**config.mk**
```make
export PLATFORM = sky130hd
export DESIGN_NAME = insertion_sorter_nx
export DESIGN_NICKNAME = d
export VERILOG_FILES = /design/src/rtl/insertion_sorter_nx.sv
export SDC_FILE = /design/constraint.sdc
export NUM_CORES = 1
export LEC_CHECK = 0
export ABC_AREA = 1
export CAP_MARGIN = 40
export CORE_MARGIN = 8
export CORE_UTILIZATION = 50
export DETAILED_ROUTE_END_ITERATION = 12
export PLACE_DENSITY_LB_ADDON = 0.12
export SYNTH_ARGS = -nofsm -noshare
export SYNTH_HDL_FRONTEND = slang
export SYNTH_SLANG_ARGS = --single-unit
export TNS_END_PERCENT = 100
```
**constraint.sdc**
```tcl
create_clock -name clk_i -period 8.1 [get_ports clk_i]
set_clock_uncertainty 0.15 [all_clocks]
set_input_delay 1.62 -clock clk_i [delete_from_list [all_inputs] [get_ports clk_i]]
set_output_delay 1.62 -clock clk_i [all_outputs]
set_load 0.02 [all_outputs]
```
**src/rtl/insertion_sorter_nx.sv**
```systemverilog
// Streaming insertion sorter: loads a frame one element per cycle into a
// register array that is kept sorted, then drains it head-first.
module insertion_sorter_nx #(
   parameter int WIDTH = 8,
   parameter int DEPTH = 16,
   parameter int CNT_W = $clog2(DEPTH + 1)
) (
   input  logic             clk_i,
   input  logic             reset_i,
   input  logic [WIDTH-1:0] data_i,
   input  logic             valid_i,
   input  logic             last_i,
   input  logic             descend_i,
   output logic             ready_o,
   output logic [WIDTH-1:0] data_o,
   output logic             valid_o,
   output logic             last_o,
   input  logic             ready_i,
   output logic [CNT_W-1:0] count_o
);

   typedef enum logic {LOAD, DRAIN} state_t;

   state_t           state, state_nxt;
   logic [WIDTH-1:0] mem     [DEPTH];
   logic [WIDTH-1:0] ins_mem [DEPTH];
   logic [CNT_W-1:0] count;
   logic             desc_q;
   logic             desc_eff;
   logic             accept;
   logic             pop;
   logic [DEPTH-1:0] keep;

   // State register
   always_ff @(posedge clk_i) begin
      if (reset_i) state <= LOAD;
      else         state <= state_nxt;
   end

   // Next-state, handshakes and output gating (everything forced low in reset)
   always_comb begin
      state_nxt = state;
      ready_o   = 1'b0;
      valid_o   = 1'b0;
      accept    = 1'b0;
      pop       = 1'b0;
      if (!reset_i) begin
         unique case (state)
            LOAD: begin
               ready_o = 1'b1;
               accept  = valid_i;
               if (accept && (last_i || count == CNT_W'(DEPTH - 1)))
                  state_nxt = DRAIN;
            end
            DRAIN: begin
               valid_o = 1'b1;
               pop     = ready_i;
               if (pop && count == CNT_W'(1))
                  state_nxt = LOAD;
            end
            default: state_nxt = LOAD;
         endcase
      end
      data_o  = valid_o ? mem[0] : '0;
      last_o  = valid_o && (count == CNT_W'(1));
      count_o = reset_i ? '0 : count;
   end

   // Insertion network: keep[i] marks stored entries that stay ahead of the
   // new element. Because the array is sorted these form a prefix, so the
   // first non-kept slot takes data_i and later slots take their neighbour.
   always_comb begin
      desc_eff = (count == '0) ? descend_i : desc_q;
      for (int unsigned i = 0; i < DEPTH; i++) begin
         keep[i] = (CNT_W'(i) < count) &&
                   (desc_eff ? (mem[i] >= data_i) : (mem[i] <= data_i));
      end
      ins_mem[0] = keep[0] ? mem[0] : data_i;
      for (int unsigned i = 1; i < DEPTH; i++) begin
         if (keep[i])          ins_mem[i] = mem[i];
         else if (keep[i - 1]) ins_mem[i] = data_i;
         else                  ins_mem[i] = mem[i - 1];
      end
   end

   // Storage, occupancy and order flag
   always_ff @(posedge clk_i) begin
      if (reset_i) begin
         for (int unsigned i = 0; i < DEPTH; i++) mem[i] <= '0;
         count  <= '0;
         desc_q <= 1'b0;
      end else if (accept) begin
         for (int unsigned i = 0; i < DEPTH; i++) mem[i] <= ins_mem[i];
         count <= count + CNT_W'(1);
         if (count == '0) desc_q <= descend_i;
      end else if (pop) begin
         for (int unsigned i = 0; i < DEPTH - 1; i++) mem[i] <= mem[i + 1];
         mem[DEPTH-1] <= '0;
         count        <= count - CNT_W'(1);
      end
   end

endmodule
```
Yosys cells after proc, flatten, opt, wreduce, memory -nomap -nowiden
Memories as Yosys holds them, arrays and structs flattened.
Cells that the tools add are included.
{ "op_classes": {"mux": 104, "n_lt_le_gt_ge": 48, "bitwise_logic": 33, "addsub": 2, "n_eq_ne": 2, "n_reduce_logical": 22} }
{ "op_table": {"columns": ["operator", "n"], "rows": [
  ["$mux W8", 64],
  ["$ge A8 B8 Y1", 16],
  ["$le A8 B8 Y1", 16],
  ["$lt A4 B5 Y1 const A", 8],
  ["$mux W1", 36],
  ["$or A1 B1 Y1", 32],
  ["$lt A3 B5 Y1 const A", 4],
  ["$logic_and A1 B1 Y1", 19],
  ["$mux W5", 3],
  ["$lt A1 B5 Y1 const A", 2],
  ["$lt A2 B5 Y1 const A", 2],
  ["$add A5 B1 Y5 const B", 1],
  ["$eq A5 B1 Y1 const B", 1],
  ["$eq A5 B4 Y1 const B", 1],
  ["$logic_not A5 Y1", 1],
  ["$sub A5 B1 Y5 const B", 1],
  ["$pmux W1 S2", 1],
  ["$reduce_bool A2 Y1", 1],
  ["$logic_or A1 B1 Y1", 1],
  ["$not A1 Y1", 1]
]} }
{ "word_totals": {"reg_bits": 7, "mem_count": 1, "out_inout_bits": 16, "elab_cells": 215, "inputBits": 14, "ramBits": 128} }
{ "memory_table": {"columns": ["name", "words", "word_bits", "read_ports", "rd_clocked_by_memory_dff", "wr", "line", "text"], "rows": [
  ["mem", 16, 8, 16, 0, 16, "25", "logic [WIDTH-1:0] mem [DEPTH];"]
]} }

Longest topological paths before layout
{ "depth": {"depth_word": 8, "mapped_depth": 16, "ltp_nobuf": 15} }

Worst setup path before layout
Ideal clock, no wire load.
{ "synth_timing": {"path_kind": "input to output", "from": "in reset_i", "to": "out last_o", "setup_slack_ns": 3.654, "path_stages": 3, "required_time_ns": 6.330, "arrival_ns": 2.676, "path_buffers": 0, "path_cell_list": "nor2_1 > clkinv_1 > nor2_1"} }
{ "synth_between": {"elab_chain_cells": 2} }
{ "synth_rtl": {"columns": ["element", "line", "text"], "rows": [
  ["start: declaration", "9", "input logic reset_i,"],
  ["$mux W1", "47", "if (!reset_i) begin"],
  ["$logic_and A1 B1 Y1", "65", "last_o = valid_o && (count == CNT_W'(1));"],
  ["end: declaration", "17", "output logic last_o,"]
]} }
No other way between the ends.

Final worst setup path
{ "layout_timing": {"from": "in reset_i", "to": "out data_o[3]"} }
{ "layout_between": {"elab_chain_cells": 2} }
{ "layout_rtl": {"columns": ["element", "line", "text"], "rows": [
  ["$mux W1", "47", null],
  ["$mux W8", "64", "data_o = valid_o ? mem[0] : '0;"],
  ["end: declaration", "15", "output logic [WIDTH-1:0] data_o,"]
]} }
No other way between the ends.

==> impl_results.md <==
- Status: complete, no violations
- Worst Path Arrival: 3760 ps
- P_int: 1.65 mW
- Largest net degree at the start of global routing: 75
- I/O pin cnt: 30
- Syn Area/Cell: 7.47 um2
- Final Hold Vio Count: 0
- First-pass GRT wire length: between 50 and 60 mm
- Relative slew slack: 37.2%
- Number of max-cap violations: 0
- Clock slew at reported path FFs: 60 ps
- Largest cells by area after synthesis: edfxtp_1 32%, nand2_1 17%, ha_1 15%, nand3_1 8.0%, inv_1 6.0%
- Post-route minimum period: between 5000 and 6000 ps
- Total CTS buffers: 17
- RePlAce Congestion: 0.837
- CTS Hold Buffers Added: 0
- Final Slew Violations: 0
- Gr usage total: around a quarter
- Clock share of power: 31.8%
- # H-tree levels: 4
- Switching share of total power: 36.5%
- Area of the mapped netlist: 11300 um2
- Clock insertion delay at the later pin of the skew report: between 400 and 500 ps
- #FFs+latches synth: ~140
- Worst-path maximum fanout: 12
- Switch Pwr: 0.944 mW
- Nets@finish: 1682
- ANT cells: 0
- Finished Cell Area: about 13000 um2
- Drt pass-1 iters: 6
- Total gr overflow: 0
- Starting Density: 50.5%
- Row cnt: between 50 and 60
- Final ANT Viol Nets: 0
- Setup Buffers After CTS: 0
- Max Root-Sink Buffers: 2
- Hold Crit Class: reg -> reg
- Worst Tran Pin Value: between 900 and 1000 ps
- Fill count: 2148
- CTS tree: done
- Final setup fails: 0
- Placed inst area: ~12000 um2
- DR vias: 10400
- Final TNS setup: 0 ps
- Combinational group share of total power: 30.7%
- Post-layout utilization of the core: a little under three fifths
- Layout area overhead: 11.2%
- Crit path capture type: output port
- Final cell count without fillers: approximately 1800
- Leak: 6.31 nW
- Port bufs: 29
- Root Buffer: clkbuf_16
- Crit path required time: 6330 ps
- CTS Sinks: 135
- Worst Setup Path Type: in -> out
- Max Clock Freq: 0.181 GHz
- Die Area: 27800 um2
- Final Cycle Share: 68.3%
- HPWL Detailed: 23.7 mm
- Post-cts sizing count: 0
- Pre-CTS setup slack: between 2000 and 3000 ps
- Worst setup SP type: primary input
- Top cell type's share of synthesized area: 31.8%
- PwrDens: 205 nW/um2
- Syn Nets: 1663
- Cells after Synth: roughly 1500
- Sequential area share after synthesis: around 34%
- Antenna violations before repair: 0
- Core footprint: 22400 um2
- Final WL: 34.6 mm
- RSZ-0062 raised after global routing: false
- Share of cells above drive strength 1: 6.07%
- Synth area leader: edfxtp_1
- PnR worst setup slack: 2570 ps
- Number of global-route vias before repair: around 10000
- Post-synthesis cell type count: 35
- Die Wd: 167 um
- Ys Warns: 0
- Iteration-0 DRC Markers: ~950
- Drc violations: 0
- Vias/cell: ~5.7
- Die height: about 170 um
- Cell count after placement: 1802
- WL/cell: 18.9 um
- Peak supply drop: 162 uV
- Sequential power share: 37.4%
-- routing by layer --
metal	vias up	share of wire, %	global-route usage [%]
li1	5168	-	-
met1	4814	45	33.5
met2	370	45	40.6
met3	79	6.9	3.83
met4	0	3.0	10.1
met5	-	0	0
-- worst max-delay path, cell delays in order --
cell	delay, ps
clkdlybuf4s50_1	710
nor2_1	340
clkinv_1	300
nor2_1	170
clkdlybuf4s50_1	620
-- layout make-up --
class | count | area [um2] | area share (%)
timing repair buffer | 45 | 498 | 3.95
inverter | 187 | 703 | 5.58
tap | 285 | 357 | 2.83
clock inverter | 13 | 180 | 1.43
sequential | 135 | 3900 | 31.0
multi-input combinational | 1150 | 6540 | 51.8
clock buffer | 19 | 433 | 3.43
-- cells by family after synthesis --
kind of cell	after synthesis	synth area share, %
buf+inv	232	8.00
fa+ha+maj	132	14.6
compound gates	110	5.80
simple gates	908	37.2
flops	135	34.4
-- registers in the layout, summed over array words and instances, names as in the netlist --
register  cells
count         5
desc_q        1
mem         128
state         1
-- through the flow --
step	total power, mW	hold slack [ps]
floorplan	1.52	352
global placement	1.73	382
detailed placement	1.77	390
CTS	2.59	399
global route	2.74	438
finish	2.59	401
-- synth_stat cells (all sizes together) --
master    n
a21oi    46
o21a      7
clkinv    3
clkbuf   29
o21ai    23
buf      16
edfxtp  120
nand2   512
a22oi     1
o22ai     8
a31oi     9
ha      132
nand4    91
nand3   205
a21o      9
a22o      1
nor2    100
inv     184
o21bai    6
dfxtp    15
-- worst paths after layout --
path / from / end / slack [ps] / depth (start not counted)
setup / recovery: reset_i / data_o[3] / 2570 / 5
hold / removal: mem[15][5] / mem[15][5] / 400 / 4
setup reg to reg: count[1] / mem[5][7] / 4610 / 9
hold reg to reg: mem[15][5] / mem[15][5] / 400 / 4
-- power by group through the flow --
stage               combinational, mW  sequential [mW]  clock, mW
floorplan                       0.593            0.931          0
global placement                0.754            0.980          0
detailed placement              0.788            0.980          0
CTS                             0.792            0.967      0.827
global route                    0.907            0.977      0.856
finish                          0.796            0.969      0.824
-- cell usage in the layout (no fill, tap or decap), drive strengths merged --
master         netlist  layout
a31oi                9       9
bufinv               0       4
clkdlybuf4s50        0      28
edfxtp             120     120
ha                 132     132
o21bai               6       6
clkinv               3       9
a21o                 9       9
a22o                 1       1
clkbuf              29      19
a22oi                1       1
o21a                 7       7
clkinvlp             0       4
inv                184     183
buf                 16      17
nand3              205     205
nand4               91      91
o21ai               23      23
dfxtp               15      15
nor2               100     100
nand2              512     512
a21oi               46      46
o22ai                8       8
(Power assumes the default switching activity.)
